### src/rtl/fei4_rx_frame_decode.sv
// FE-I4 receiver frame decoder: 8b/10b decode with running-disparity check,
// SOF/EOF framing and packing of data bytes into 24-bit records.
module fei4_rx_frame_decode #(
  parameter int DSIZE = 10,
  parameter int CNT_W = 8
) (
  input  logic             wclk,
  input  logic             reset_n,
  input  logic             sync_ready,
  input  logic [DSIZE-1:0] data,
  input  logic             clr_cnt,
  output logic [23:0]      data_out,
  output logic             data_valid,
  output logic             frame_active,
  output logic [CNT_W-1:0] code_err_cnt,
  output logic [CNT_W-1:0] frame_err_cnt
);

  typedef enum logic [2:0] {SYM_DATA, SYM_IDLE, SYM_SOF, SYM_EOF, SYM_ERR} sym_t;
  typedef enum logic [1:0] {WAIT_SYNC, IDLE, FRAME} state_t;

  localparam logic [CNT_W-1:0] CNT_ONE = {{(CNT_W-1){1'b0}}, 1'b1};
  localparam logic [CNT_W-1:0] CNT_MAX = {CNT_W{1'b1}};

  // vld_pipe[0]: sampled sync_ready, vld_pipe[1]: stage-1 symbol present
  logic [DSIZE-1:0] rx_sym;
  logic [1:0]       vld_pipe;
  sym_t             s1_kind;
  logic [7:0]       s1_byte;
  logic             rd_known, rd_pos;

  logic [5:0] six;
  logic [3:0] four;
  logic [4:0] dec5;
  logic [2:0] dec3;
  logic       ok6, ok4, k_other;
  logic [2:0] p6, p4;
  logic       pos6, neg6, pos4, neg4;
  logic       rd_mid_pos, rd_nxt_pos, rd_nxt_known, disp_err;
  sym_t       kind;

  assign six  = rx_sym[9:4];
  assign four = rx_sym[3:0];

  // 5b/6b decode of abcdei; K28 patterns are handled separately
  always_comb begin
    dec5 = 5'd0;
    ok6  = 1'b1;
    case (six)
      6'b100111, 6'b011000: dec5 = 5'd0;
      6'b011101, 6'b100010: dec5 = 5'd1;
      6'b101101, 6'b010010: dec5 = 5'd2;
      6'b110001:            dec5 = 5'd3;
      6'b110101, 6'b001010: dec5 = 5'd4;
      6'b101001:            dec5 = 5'd5;
      6'b011001:            dec5 = 5'd6;
      6'b111000, 6'b000111: dec5 = 5'd7;
      6'b111001, 6'b000110: dec5 = 5'd8;
      6'b100101:            dec5 = 5'd9;
      6'b010101:            dec5 = 5'd10;
      6'b110100:            dec5 = 5'd11;
      6'b001101:            dec5 = 5'd12;
      6'b101100:            dec5 = 5'd13;
      6'b011100:            dec5 = 5'd14;
      6'b010111, 6'b101000: dec5 = 5'd15;
      6'b011011, 6'b100100: dec5 = 5'd16;
      6'b100011:            dec5 = 5'd17;
      6'b010011:            dec5 = 5'd18;
      6'b110010:            dec5 = 5'd19;
      6'b001011:            dec5 = 5'd20;
      6'b101010:            dec5 = 5'd21;
      6'b011010:            dec5 = 5'd22;
      6'b111010, 6'b000101: dec5 = 5'd23;
      6'b110011, 6'b001100: dec5 = 5'd24;
      6'b100110:            dec5 = 5'd25;
      6'b010110:            dec5 = 5'd26;
      6'b110110, 6'b001001: dec5 = 5'd27;
      6'b001110:            dec5 = 5'd28;
      6'b101110, 6'b010001: dec5 = 5'd29;
      6'b011110, 6'b100001: dec5 = 5'd30;
      6'b101011, 6'b010100: dec5 = 5'd31;
      default:              ok6  = 1'b0;
    endcase
  end

  // 3b/4b decode of fghj; primary and alternate x.7 both map to 7
  always_comb begin
    dec3 = 3'd0;
    ok4  = 1'b1;
    case (four)
      4'b1011, 4'b0100:                   dec3 = 3'd0;
      4'b1001:                            dec3 = 3'd1;
      4'b0101:                            dec3 = 3'd2;
      4'b1100, 4'b0011:                   dec3 = 3'd3;
      4'b1101, 4'b0010:                   dec3 = 3'd4;
      4'b1010:                            dec3 = 3'd5;
      4'b0110:                            dec3 = 3'd6;
      4'b1110, 4'b0001, 4'b0111, 4'b1000: dec3 = 3'd7;
      default:                            ok4  = 1'b0;
    endcase
  end

  // K23.7/K27.7/K29.7/K30.7 would otherwise pass as data with an alternate x.7
  assign k_other = (four == 4'b1000 && six inside {6'b111010, 6'b110110, 6'b101110, 6'b011110}) ||
                   (four == 4'b0111 && six inside {6'b000101, 6'b001001, 6'b010001, 6'b100001});

  // Sub-block disparity from popcount; each sub-block is checked against RD
  // as it stands after the previous sub-block
  assign p6   = 3'($countones(six));
  assign p4   = 3'($countones(four));
  assign pos6 = p6 > 3'd3;
  assign neg6 = p6 < 3'd3;
  assign pos4 = p4 > 3'd2;
  assign neg4 = p4 < 3'd2;

  assign rd_mid_pos   = pos6 ? 1'b1 : (neg6 ? 1'b0 : rd_pos);
  assign rd_nxt_pos   = pos4 ? 1'b1 : (neg4 ? 1'b0 : rd_mid_pos);
  assign rd_nxt_known = rd_known | pos6 | neg6 | pos4 | neg4;
  assign disp_err     = rd_known && ((pos6 && rd_pos) || (neg6 && !rd_pos) ||
                                     (pos4 && rd_mid_pos) || (neg4 && !rd_mid_pos));

  // Symbol classification: only K28.1/.5/.7 are meaningful control codes
  always_comb begin
    kind = SYM_DATA;
    if (six == 6'b001111 || six == 6'b110000) begin
      case (four)
        4'b1001, 4'b0110: kind = SYM_IDLE;
        4'b1010, 4'b0101: kind = SYM_EOF;
        4'b1000, 4'b0111: kind = SYM_SOF;
        default:          kind = SYM_ERR;
      endcase
    end else if (k_other || !ok6 || !ok4) begin
      kind = SYM_ERR;
    end
    if (disp_err) kind = SYM_ERR;
  end

  // Input sample, stage-1 decode registers and running disparity
  always_ff @(posedge wclk) begin
    if (!reset_n) begin
      rx_sym   <= '0;
      vld_pipe <= '0;
      s1_kind  <= SYM_IDLE;
      s1_byte  <= '0;
      rd_known <= 1'b0;
      rd_pos   <= 1'b0;
    end else begin
      rx_sym   <= data;
      vld_pipe <= {vld_pipe[0], sync_ready};
      s1_kind  <= vld_pipe[0] ? kind : SYM_IDLE;
      s1_byte  <= {dec3, dec5};
      if (vld_pipe[0]) begin
        rd_known <= rd_nxt_known;
        rd_pos   <= rd_nxt_pos;
      end else begin
        rd_known <= 1'b0;
      end
    end
  end

  state_t      state_q, state_d;
  logic [1:0]  idx_q, idx_d;
  logic        store, push, code_inc, frame_inc;
  logic [15:0] part_q;

  // Frame state register
  always_ff @(posedge wclk) begin
    if (!reset_n) begin
      state_q <= WAIT_SYNC;
      idx_q   <= 2'd0;
    end else begin
      state_q <= state_d;
      idx_q   <= idx_d;
    end
  end

  // Frame next-state, byte packing control and error strobes
  always_comb begin
    state_d   = state_q;
    idx_d     = idx_q;
    store     = 1'b0;
    push      = 1'b0;
    code_inc  = 1'b0;
    frame_inc = 1'b0;
    if (!vld_pipe[1]) begin
      state_d = WAIT_SYNC;
      idx_d   = 2'd0;
    end else begin
      case (state_q)
        WAIT_SYNC: begin
          state_d = IDLE;
          idx_d   = 2'd0;
        end
        IDLE: begin
          case (s1_kind)
            SYM_SOF: begin
              state_d = FRAME;
              idx_d   = 2'd0;
            end
            SYM_DATA, SYM_EOF: frame_inc = 1'b1;
            SYM_ERR:           code_inc  = 1'b1;
            default: ;
          endcase
        end
        FRAME: begin
          case (s1_kind)
            SYM_DATA: begin
              store = 1'b1;
              if (idx_q == 2'd2) begin
                push  = 1'b1;
                idx_d = 2'd0;
              end else begin
                idx_d = idx_q + 2'd1;
              end
            end
            SYM_EOF: begin
              frame_inc = (idx_q != 2'd0);
              state_d   = IDLE;
              idx_d     = 2'd0;
            end
            SYM_SOF: begin
              frame_inc = 1'b1;
              idx_d     = 2'd0;
            end
            SYM_ERR: begin
              code_inc = 1'b1;
              state_d  = IDLE;
              idx_d    = 2'd0;
            end
            default: ;
          endcase
        end
        default: begin
          state_d = WAIT_SYNC;
          idx_d   = 2'd0;
        end
      endcase
    end
  end

  assign frame_active = (state_q == FRAME);

  // Byte packing and record output; data_out holds between records
  always_ff @(posedge wclk) begin
    if (!reset_n) begin
      part_q     <= '0;
      data_out   <= '0;
      data_valid <= 1'b0;
    end else begin
      data_valid <= push;
      if (store && idx_q == 2'd0) part_q[15:8] <= s1_byte;
      if (store && idx_q == 2'd1) part_q[7:0]  <= s1_byte;
      if (push) data_out <= {part_q, s1_byte};
    end
  end

  // Saturating error counters; clear beats a same-cycle increment
  always_ff @(posedge wclk) begin
    if (!reset_n || clr_cnt) begin
      code_err_cnt  <= '0;
      frame_err_cnt <= '0;
    end else begin
      if (code_inc && code_err_cnt != CNT_MAX)   code_err_cnt  <= code_err_cnt + CNT_ONE;
      if (frame_inc && frame_err_cnt != CNT_MAX) frame_err_cnt <= frame_err_cnt + CNT_ONE;
    end
  end

endmodule

### config.mk
export PLATFORM = sky130hd
export DESIGN_NAME = fei4_rx_frame_decode
export DESIGN_NICKNAME = d
export VERILOG_FILES = /design/src/rtl/fei4_rx_frame_decode.sv
export SDC_FILE = /design/constraint.sdc
export NUM_CORES = 1
export LEC_CHECK = 0
export ABC_AREA = 1
export CAP_MARGIN = 20
export CORE_ASPECT_RATIO = 1.1
export CORE_MARGIN = 2
export CORE_UTILIZATION = 25
export DETAILED_ROUTE_END_ITERATION = 10
export GPL_TIMING_DRIVEN = 0
export SLEW_MARGIN = 20
export SYNTH_ARGS = -nofsm -noshare
export SYNTH_HDL_FRONTEND = slang
export SYNTH_SLANG_ARGS = --single-unit
export TNS_END_PERCENT = 1
### constraint.sdc
create_clock -name wclk -period 3.9 [get_ports wclk]
set_clock_uncertainty 0.2 [all_clocks]
set_input_delay 0.975 -clock wclk [delete_from_list [all_inputs] [get_ports wclk]]
set_output_delay 0.975 -clock wclk [all_outputs]
set_load 0.01 [all_outputs]
== Word level (Yosys, flattened, before mapping) ==
Index checks and enable logic that the tools add are counted.
Cells by class
  add/subtract/negate cells: 11
  $lt $le $gt $ge: 4
  eq/ne operators: 74
  muxes and demuxes: 33
  bitwise operators: 6
  reduce and logical (&&, ||, !) cells: 60
Operators by type and width (count)
  one-hot mux 5 bit (31 select lines): 1
  equality test 6 bit (second input constant): 24
  equality test 6 x 5 -> 1 bit (second input constant): 14
  OR reduction 46 bit: 1
  equality test 6 x 4 -> 1 bit (second input constant): 7
  OR reduction 2 bit: 21
  equality test 4 bit (second input constant): 7
  one-hot mux 3 bit (7 select lines): 1
  equality test 6 x 3 -> 1 bit (second input constant): 3
  2-to-1 mux 1 bit: 18
  adder 8 x 1 -> 8 bit (second input constant): 2
  equality test 4 x 3 -> 1 bit (second input constant): 4
  != test 8 bit (second input constant): 2
  OR reduction 14 bit: 1
  logical AND 1 bit: 11
  adder 1 x 1 -> 2 bit: 5
  2-to-1 mux 3 bit: 3
  one-hot mux 3 bit (3 select lines): 1
  equality test 4 x 2 -> 1 bit (second input constant): 2
  logical OR 1 bit: 8
  2-to-1 mux 2 bit: 4
  one-hot mux 2 bit (2 select lines): 2
  AND reduction 2 bit: 4
  nonzero test 4 bit: 2
  other kinds (22): 40
Storage, ports and cells
  register bits: 86
  input port bits: 14
  output and inout bits: 42
  logic and storage cells: 203

== Longest topological paths before layout ==
Gate-level depths: netlist (run 1).
  depth after elaboration: 11
  gate-level depth with buffers: 14
  mapped depth without buffers: 14

== Worst setup path before layout (run 1) ==
OpenSTA, ideal clock, no wires.
  path type: reg-to-reg
  start: register rx_sym[4]
  end: register s1_kind[2]
  library setup time: 0.070 ns
  data arrival time: 2.666 ns
  required time: 3.630 ns
  slack: 0.964 ns
  stages on the path, launching flop included: 15
  path buffers: 0
  period minus slack after synthesis: 2.936 ns
  cells stage by stage: dfxtp_1 -> fa_1 -> inv_1 -> fa_1 -> inv_1 -> ha_1 -> fa_1 -> nand3_1 -> nand2_1 -> nand3_1 -> o211ai_1 -> nand2_1 -> nand3_1 -> nand2_1 -> a21oi_1
Between the ends
  longest elaborated chain between the ends: 11
  elaborated cells between the ends (all ways): 78
  those cells by class: 3 x add/sub; 2 x order compare; 48 x eq/ne; 6 x mux; 19 x reduce/logical
Ends and longest elaborated chain
  from (decl): line 26  | logic [DSIZE-1:0] rx_sym;
  from (signal assigned): line 148  | rx_sym <= data;
  adder 1 x 1 -> 2 bit (implied by the code): line 109  | assign p6 = 3'($countones(six));
  adder 2 x 2 -> 3 bit (implied by the code): line 109
  adder 3 x 2 -> 3 bit (implied by the code): line 109
  less-than comparator 3 x 2 -> 1 bit: line 112  | assign neg6 = p6 < 3'd3;
  2-to-1 mux 1 bit (2 in series): line 116  | assign rd_mid_pos = pos6 ? 1'b1 : (neg6 ? 1'b0 : rd_pos);
  logical AND 1 bit / zero test 1 bit (equally long branches): line 120  | (pos4 && rd_mid_pos) || (neg4 && !rd_mid_pos));
  logical OR 1 bit / logical AND 1 bit (equally long branches): line 119, 120
  logical OR 1 bit: line 120
  logical AND 1 bit: line 119  | assign disp_err = rd_known && ((pos6 && rd_pos) || (neg6 && !rd_pos) ||
  2-to-1 mux 3 bit *: line 135  | if (disp_err) kind = SYM_ERR;
  to (signal assigned): line 150  | s1_kind <= vld_pipe[0] ? kind : SYM_IDLE;
  to (decl): line 28  | sym_t s1_kind;
Every way passes the cells marked *; elsewhere a longest branch is shown, timed or not.
A chain may end at the register's enable or synchronous reset.

== Final worst setup path (run 1) ==
Same ends and word-level chain as after synthesis.

==> results of run 1 <==
==> where the power goes <==
part	switching (W)	internal (W)
sequential	0.0000180	0.000894
combinational	0.0000957	0.0000602
clock	0.000377	0.000439
==> per-stage QoR <==
stage | cells | util
floorplan | 664 | -
CTS | 972 | 0.319
global placement | 956 | 0.303
finish | 972 | 0.319
global route | 972 | 0.319
detailed placement | 956 | 0.303
==> sequential cells by signal, summed over array words and instances, names as in the netlist, 2 cells and up <==
register       flops
vld_pipe           2
rx_sym            10
state_q            2
s1_byte            8
s1_kind            3
part_q            16
frame_err_cnt      8
data_out          24
code_err_cnt       8
idx_q              2
==> synthesized netlist by cell type (2+ instances only) <==
cell | count | area share
a21oi_1 | 21 | 0.023
a31oi_1 | 6 | 0.0083
and3_1 | 2 | 0.0028
buf_1 | 2 | 0.0017
buf_2 | 5 | 0.0055
buf_6 | 2 | 0.0050
clkbuf_1 | 3 | 0.0025
clkbuf_8 | 2 | 0.0061
dfxtp_1 | 86 | 0.38
fa_1 | 4 | 0.018
ha_1 | 17 | 0.047
inv_1 | 71 | 0.059
inv_2 | 4 | 0.0033
nand2_1 | 129 | 0.11
nand3_1 | 54 | 0.060
nand4_1 | 5 | 0.0069
nor2_1 | 157 | 0.13
nor2_2 | 2 | 0.0028
nor3_1 | 11 | 0.012
nor3_4 | 3 | 0.011
nor3b_1 | 4 | 0.0067
o21ai_0 | 56 | 0.062
xnor2_1 | 2 | 0.0039
xor2_1 | 6 | 0.012
==> layout make-up <==
type	count	area (sq um)	area share
timing repair buffer	54	541	0.0959
clock buffer	9	225	0.0400
inverter	76	285	0.0506
clock inverter	7	56.3	0.00999
sequential	86	1720	0.306
buffer	16	134	0.0238
multi-input combinational	486	2370	0.421
tap	238	298	0.0528
==> metal layers <==
layer / track usage / part of all wire / up-vias
li1: - / - / 2240
met1: 0.150 / 0.47 / 1892
met2: 0.192 / 0.46 / 90
met3: 0.0241 / 0.039 / 19
met4: 0.0587 / 0.024 / 0
met5: 0 / 0 / -
==> layout by cell type (no fill, tap or decap), types with 6 or more instances in the layout <==
cell	instances
clkbuf_16	9
a31oi_1	6
nor2_1	157
ha_1	17
o21ai_0	56
inv_1	71
nand3_1	54
a21oi_1	21
nor3_1	11
dfxtp_1	86
nand2_1	129
xor2_1	6
clkdlybuf4s50_1	54
==> path summary, 6_finish.rpt <==
check,slack [ns],end,cells past startpoint
worst max-delay path,0.76,s1_kind[2]$_SDFF_PN0_,14
worst min-delay path,0.26,code_err_cnt[4]$_SDFFE_PP0P_,2
worst max register to register,0.76,s1_kind[2]$_SDFF_PN0_,14
worst min register to register,0.26,code_err_cnt[4]$_SDFFE_PP0P_,2
==> tightest hold or removal path: stages (launching register included) <==
cell     delay (ns)
dfxtp_1        0.32
inv_1          0.05
a21oi_1        0.05
==> logic make-up (layout without fill, tap and decap cells) <==
group | count (synthesis) | after routing | synth area share
adder cells (fa/ha/maj) | 21 | 21 | 0.0648
XOR/XNOR | 8 | 8 | 0.0155
AO/OA/AOI/OAI | 86 | 86 | 0.0981
flip-flops | 86 | 86 | 0.381
buffers and inverters | 92 | 162 | 0.0928
AND/OR/NAND/NOR | 371 | 371 | 0.347
==> flow_summary.json, run 1 <==
{
  "status": "finished clean",
  "timing.fmax_mhz": 319,
  "dp_hpwl_mm": 8.24,
  "max_slew_margin": 0.608,
  "holdWs_ns": 0.264,
  "nets": 764,
  "hold_start": "code_err_cnt[4]$_SDFFE_PP0P_",
  "insertion_delay_ns": 0.34,
  "cts_tree": "done",
  "postCtsSetupBuffers": 0,
  "total_power_w": 0.00188,
  "clk_path_buf_depth": 2,
  "start_util": 0.255,
  "antenna_left": 0,
  "period_needed_ns": 3.14,
  "io_buffers": 54,
  "ys_ff_latch": 86,
  "h-tree-depth": 3,
  "synth_area_per_cell_sq_um": 6.80,
  "vdd_drop_max_uv": 236,
  "postCtsHoldBufs": 0,
  "worst-endpoint-required_ns": 3.97,
  "drc": 0,
  "grt_antenna_before_repair": 0,
  "cp-startpoint": "rx_sym[4]$_SDFF_PN0_",
  "end_kind": "flip-flop",
  "slowest_stage": "fa_1",
  "path_clk_slew_ns": 0.07,
  "grt_pass1_wl_mm": 18.7,
  "yosysUniqueCellTypes": 34,
  "fill_cells": 2012,
  "pin_count": 56,
  "chipWidth_microns": 132,
  "cts_buffers": 9,
  "r2r_start": "rx_sym[4]$_SDFF_PN0_",
  "crit_buf_inv": 2,
  "crit_path_max_incr_delay_ns": 0.54,
  "netlist_area_sq_um": 4520,
  "finalCritPeriodShare": 0.805,
  "cts_sinks": 86,
  "gr-usage-all-layers": 0.119,
  "area_delta_synth_final_pct": 24.8,
  "gp_congestion": 0.877,
  "critPathTopFamily": "adder cells",
  "grt_pass1_vias": 4037,
  "cts-root-buf": "clkbuf_16",
  "slew_violations": 0,
  "syn_inst": 664,
  "path_cells": "fa_1, inv_1, fa_1, inv_1, ha_1, fa_1, nand3_1, nand2_1, nand3_1, o211ai_1, nand2_1, nand3_1, nand2_1, a21oi_1",
  "async_flop_share": 0,
  "yosysWarnings": 0,
  "drive_gt1_frac": 0.0518,
  "critical_path_arrival_ns": 3.21,
  "die_h_microns": 145,
  "fp-row-count": 51,
  "fin_ws_ns": 0.761,
  "dieArea_sq_um": 19200,
  "tns_ns": 0,
  "rsz0062_at_grt": "no",
  "synth_nets": 699,
  "place_ws_ns": 0.761,
  "first_pass_iters": 6,
  "ctsResizeCount": 0,
  "ys.flop_type": "dfxtp_1",
  "ys_seq_area_frac": 0.381,
  "worst-slew-pin-transition_ns": 0.585,
  "n_antenna_cell": 0,
  "powerDensity_nw_per_um2": 334,
  "coreArea_sq_um": 17700,
  "vias_per_cell": 4.36,
  "fin_area_sq_um": 5640,
  "dr.first_iter.drc_count": 256,
  "drv_cap": 0,
  "setup_viol_count_final": 0,
  "wl_mm": 10.7,
  "grt_overflow": 0,
  "placed_cell_area_sq_um": 5350,
  "hold_violations": 0,
  "wl_per_cell_microns": 11.0,
  "worstSetupPathType": "reg -> reg",
  "worstPathMaxFanout": 4,
  "vias": 4241,
  "hold_class": "reg -> reg",
  "crit_path_start_kind": "flip-flop",
  "synth-edff-count": 0,
  "p_leak_nw": 2.66,
  "grt_max_degree": 17
}
No activity file was read; power rests on OpenSTA's default activity.
==> inputs of run 2 (changes only) <==
==> constraint.sdc (replaced) <==
create_clock -name wclk -period 3.1 [get_ports wclk]
set_clock_uncertainty 0.2 [all_clocks]
set_input_delay 0.775 -clock wclk [delete_from_list [all_inputs] [get_ports wclk]]
set_output_delay 0.775 -clock wclk [all_outputs]
set_load 0.01 [all_outputs]
==> flow_summary.json, run 2 (same netlist as run 1, synthesis figures left out) <==
{
  "top_register": "data_out",
  "cts_tree": "done",
  "p_leak_nw": 2.67,
  "hold_class": "reg -> reg",
  "drc": 0,
  "worstRegToRegCells": 13,
  "hold_end": "code_err_cnt[4]$_SDFFE_PP0P_",
  "insertion_delay_ns": 0.34,
  "grtUsageMet2": 0.192,
  "busiest_layer": "met2",
  "wl_mm": 10.8,
  "cts_buffers": 9,
  "place_ws_ns": -0.0394,
  "min_path_cells": 2,
  "grt_max_degree": 17,
  "worstSetupPathType": "reg -> reg",
  "end_kind": "flip-flop",
  "pin_count": 56,
  "h-tree-depth": 3,
  "gr-usage-all-layers": 0.119,
  "powerDensity_nw_per_um2": 418,
  "area_delta_synth_final_pct": 26.0,
  "chipWidth_microns": 132,
  "dp_hpwl_mm": 8.24,
  "grt_overflow": 0,
  "r2r_start": "rx_sym[7]$_SDFF_PN0_",
  "path_clk_slew_ns": 0.07,
  "io_buffers": 54,
  "setup_viol_count_final": 0,
  "final_common_cell": "nor2_1",
  "timing.fmax_mhz": 323,
  "vias_per_cell": 4.36,
  "status": "finished clean",
  "drive_gt1_frac": 0.0678,
  "rrSetupSlack_ns": 0.005,
  "first_pass_iters": 4,
  "max_slew_margin": 0.639,
  "grt_use_met1": 0.149,
  "fill_cells": 2010,
  "start_util": 0.255,
  "vdd_drop_max_uv": 281,
  "grt_pass1_vias": 4043,
  "tns_ns": 0,
  "use_met3": 0.0241,
  "dieArea_sq_um": 19200,
  "crit_path_start_kind": "flip-flop",
  "finalCritPeriodShare": 0.998,
  "mostFrequentLayoutCells": "nor2_1, nand2_1, dfxtp_1, inv_1, o21ai_0",
  "multi_input_area_sq_um": 2400,
  "n_antenna_cell": 0,
  "die_h_microns": 145,
  "cts_sinks": 86,
  "hold_violations": 0,
  "slew_violations": 0,
  "drv_cap": 0,
  "critical_path_arrival_ns": 3.12,
  "fp-row-count": 51,
  "rsz0062_at_grt": "yes",
  "final_core_util": 0.322,
  "period_needed_ns": 3.09,
  "dr.first_iter.drc_count": 222,
  "coreArea_sq_um": 17700,
  "cts-root-buf": "clkbuf_16",
  "grt_antenna_before_repair": 0,
  "fin_ws_ns": 0.00516,
  "worstPathMaxFanout": 3,
  "hold_start": "code_err_cnt[4]$_SDFFE_PP0P_",
  "worst-slew-pin-transition_ns": 0.540,
  "rr_endpoint": "s1_kind[2]$_SDFF_PN0_",
  "grt_pass1_wl_mm": 18.7,
  "wl_per_cell_microns": 11.1,
  "total_power_w": 0.00238,
  "nets": 767,
  "gp_congestion": 0.877,
  "clk_path_buf_depth": 2,
  "worst-endpoint-required_ns": 3.13,
  "antenna_left": 0,
  "largest_reg_flops": 24,
  "largestRegisters": "data_out x24, part_q x16, rx_sym x10",
  "final-seq-area_sq_um": 1730,
  "vias": 4249
}
-- run 2: cell count changes in the layout (fill, tap and decap cells not counted), moves of 2 or more --
| cell | before | now |
|---|---|---|
| nand3_1 | 54 | 52 |
| dfxtp_1 | 86 | 83 |
| nand3_2 | 1 | 3 |
| dfxtp_2 | 0 | 2 |
| buf_4 | 1 | 4 |
-- run 2: how the worst max path moves through the flow --
stage                     slack, ns  depth (start not counted)                 start               endpoint
after floorplan                0.16                         14  rx_sym[4]$_SDFF_PN0_  s1_kind[2]$_SDFF_PN0_
after global placement        -0.05                         14  rx_sym[4]$_SDFF_PN0_  s1_kind[2]$_SDFF_PN0_
after detailed placement      -0.04                         14  rx_sym[4]$_SDFF_PN0_  s1_kind[2]$_SDFF_PN0_
after CTS                    -0.008                         14  rx_sym[7]$_SDFF_PN0_  s1_kind[2]$_SDFF_PN0_
after global routing          -0.17                         13  rx_sym[7]$_SDFF_PN0_  s1_kind[2]$_SDFF_PN0_
final                         0.005                         13  rx_sym[7]$_SDFF_PN0_  s1_kind[2]$_SDFF_PN0_
-- run 2: report_power, final --
part	internal (W)	leakage, nW	switching, W
Clock	0.000552	0.130	0.000472
Combinational	0.0000811	1.84	0.000125
Sequential	0.00112	0.699	0.0000223
Total	0.00176	2.67	0.000620
-- run 2: repair_timing --
| item | 4_1_cts | 5_1_grt |
|---|---|---|
| resized for setup | 7 | 4 |
| buffers inserted | 2 | 1 |
| pin swaps | 7 | 4 |
| hold buffers | 0 | 0 |
| hold endpoints to repair | 0 | 0 |
| setup endpoints to repair | 3 | 3 |
-- run 2: final cells by class --
cell class / instances / share of cell area
buffer: 16 / 0.0235
clock buffer: 9 / 0.0396
clock inverter: 7 / 0.00990
inverter: 76 / 0.0502
multi-input combinational: 486 / 0.422
sequential: 86 / 0.304
tap: 238 / 0.0524
timing repair buffer: 57 / 0.0990
-- run 2: critical path: stages (launching register included) --
cell	delay, ns
dfxtp_2	0.33
fa_1	0.53
inv_1	0.05
fa_1	0.47
inv_1	0.04
ha_2	0.16
fa_1	0.51
nand2_1	0.08
a21oi_1	0.13
o211ai_1	0.10
nand2_1	0.11
inv_1	0.05
nor2_1	0.15
a21oi_2	0.07
-- run 2: per-stage QoR --
stage	hold slack (ns)	instance area, sq um	instances
6_report	0.264	5690	975
2_1_floorplan	0.240	4520	664
5_1_grt	0.278	5690	975
3_3_place_gp	0.255	5350	956
4_1_cts	0.266	5670	974
3_5_place_dp	0.254	5350	956
-- run 2: per-layer routing --
layer  part of all wire  vias to the layer above
li1                   -                     2245
met1               0.47                     1893
met2               0.47                       98
met3              0.043                       13
met4              0.016                        0
met5                  0                        -
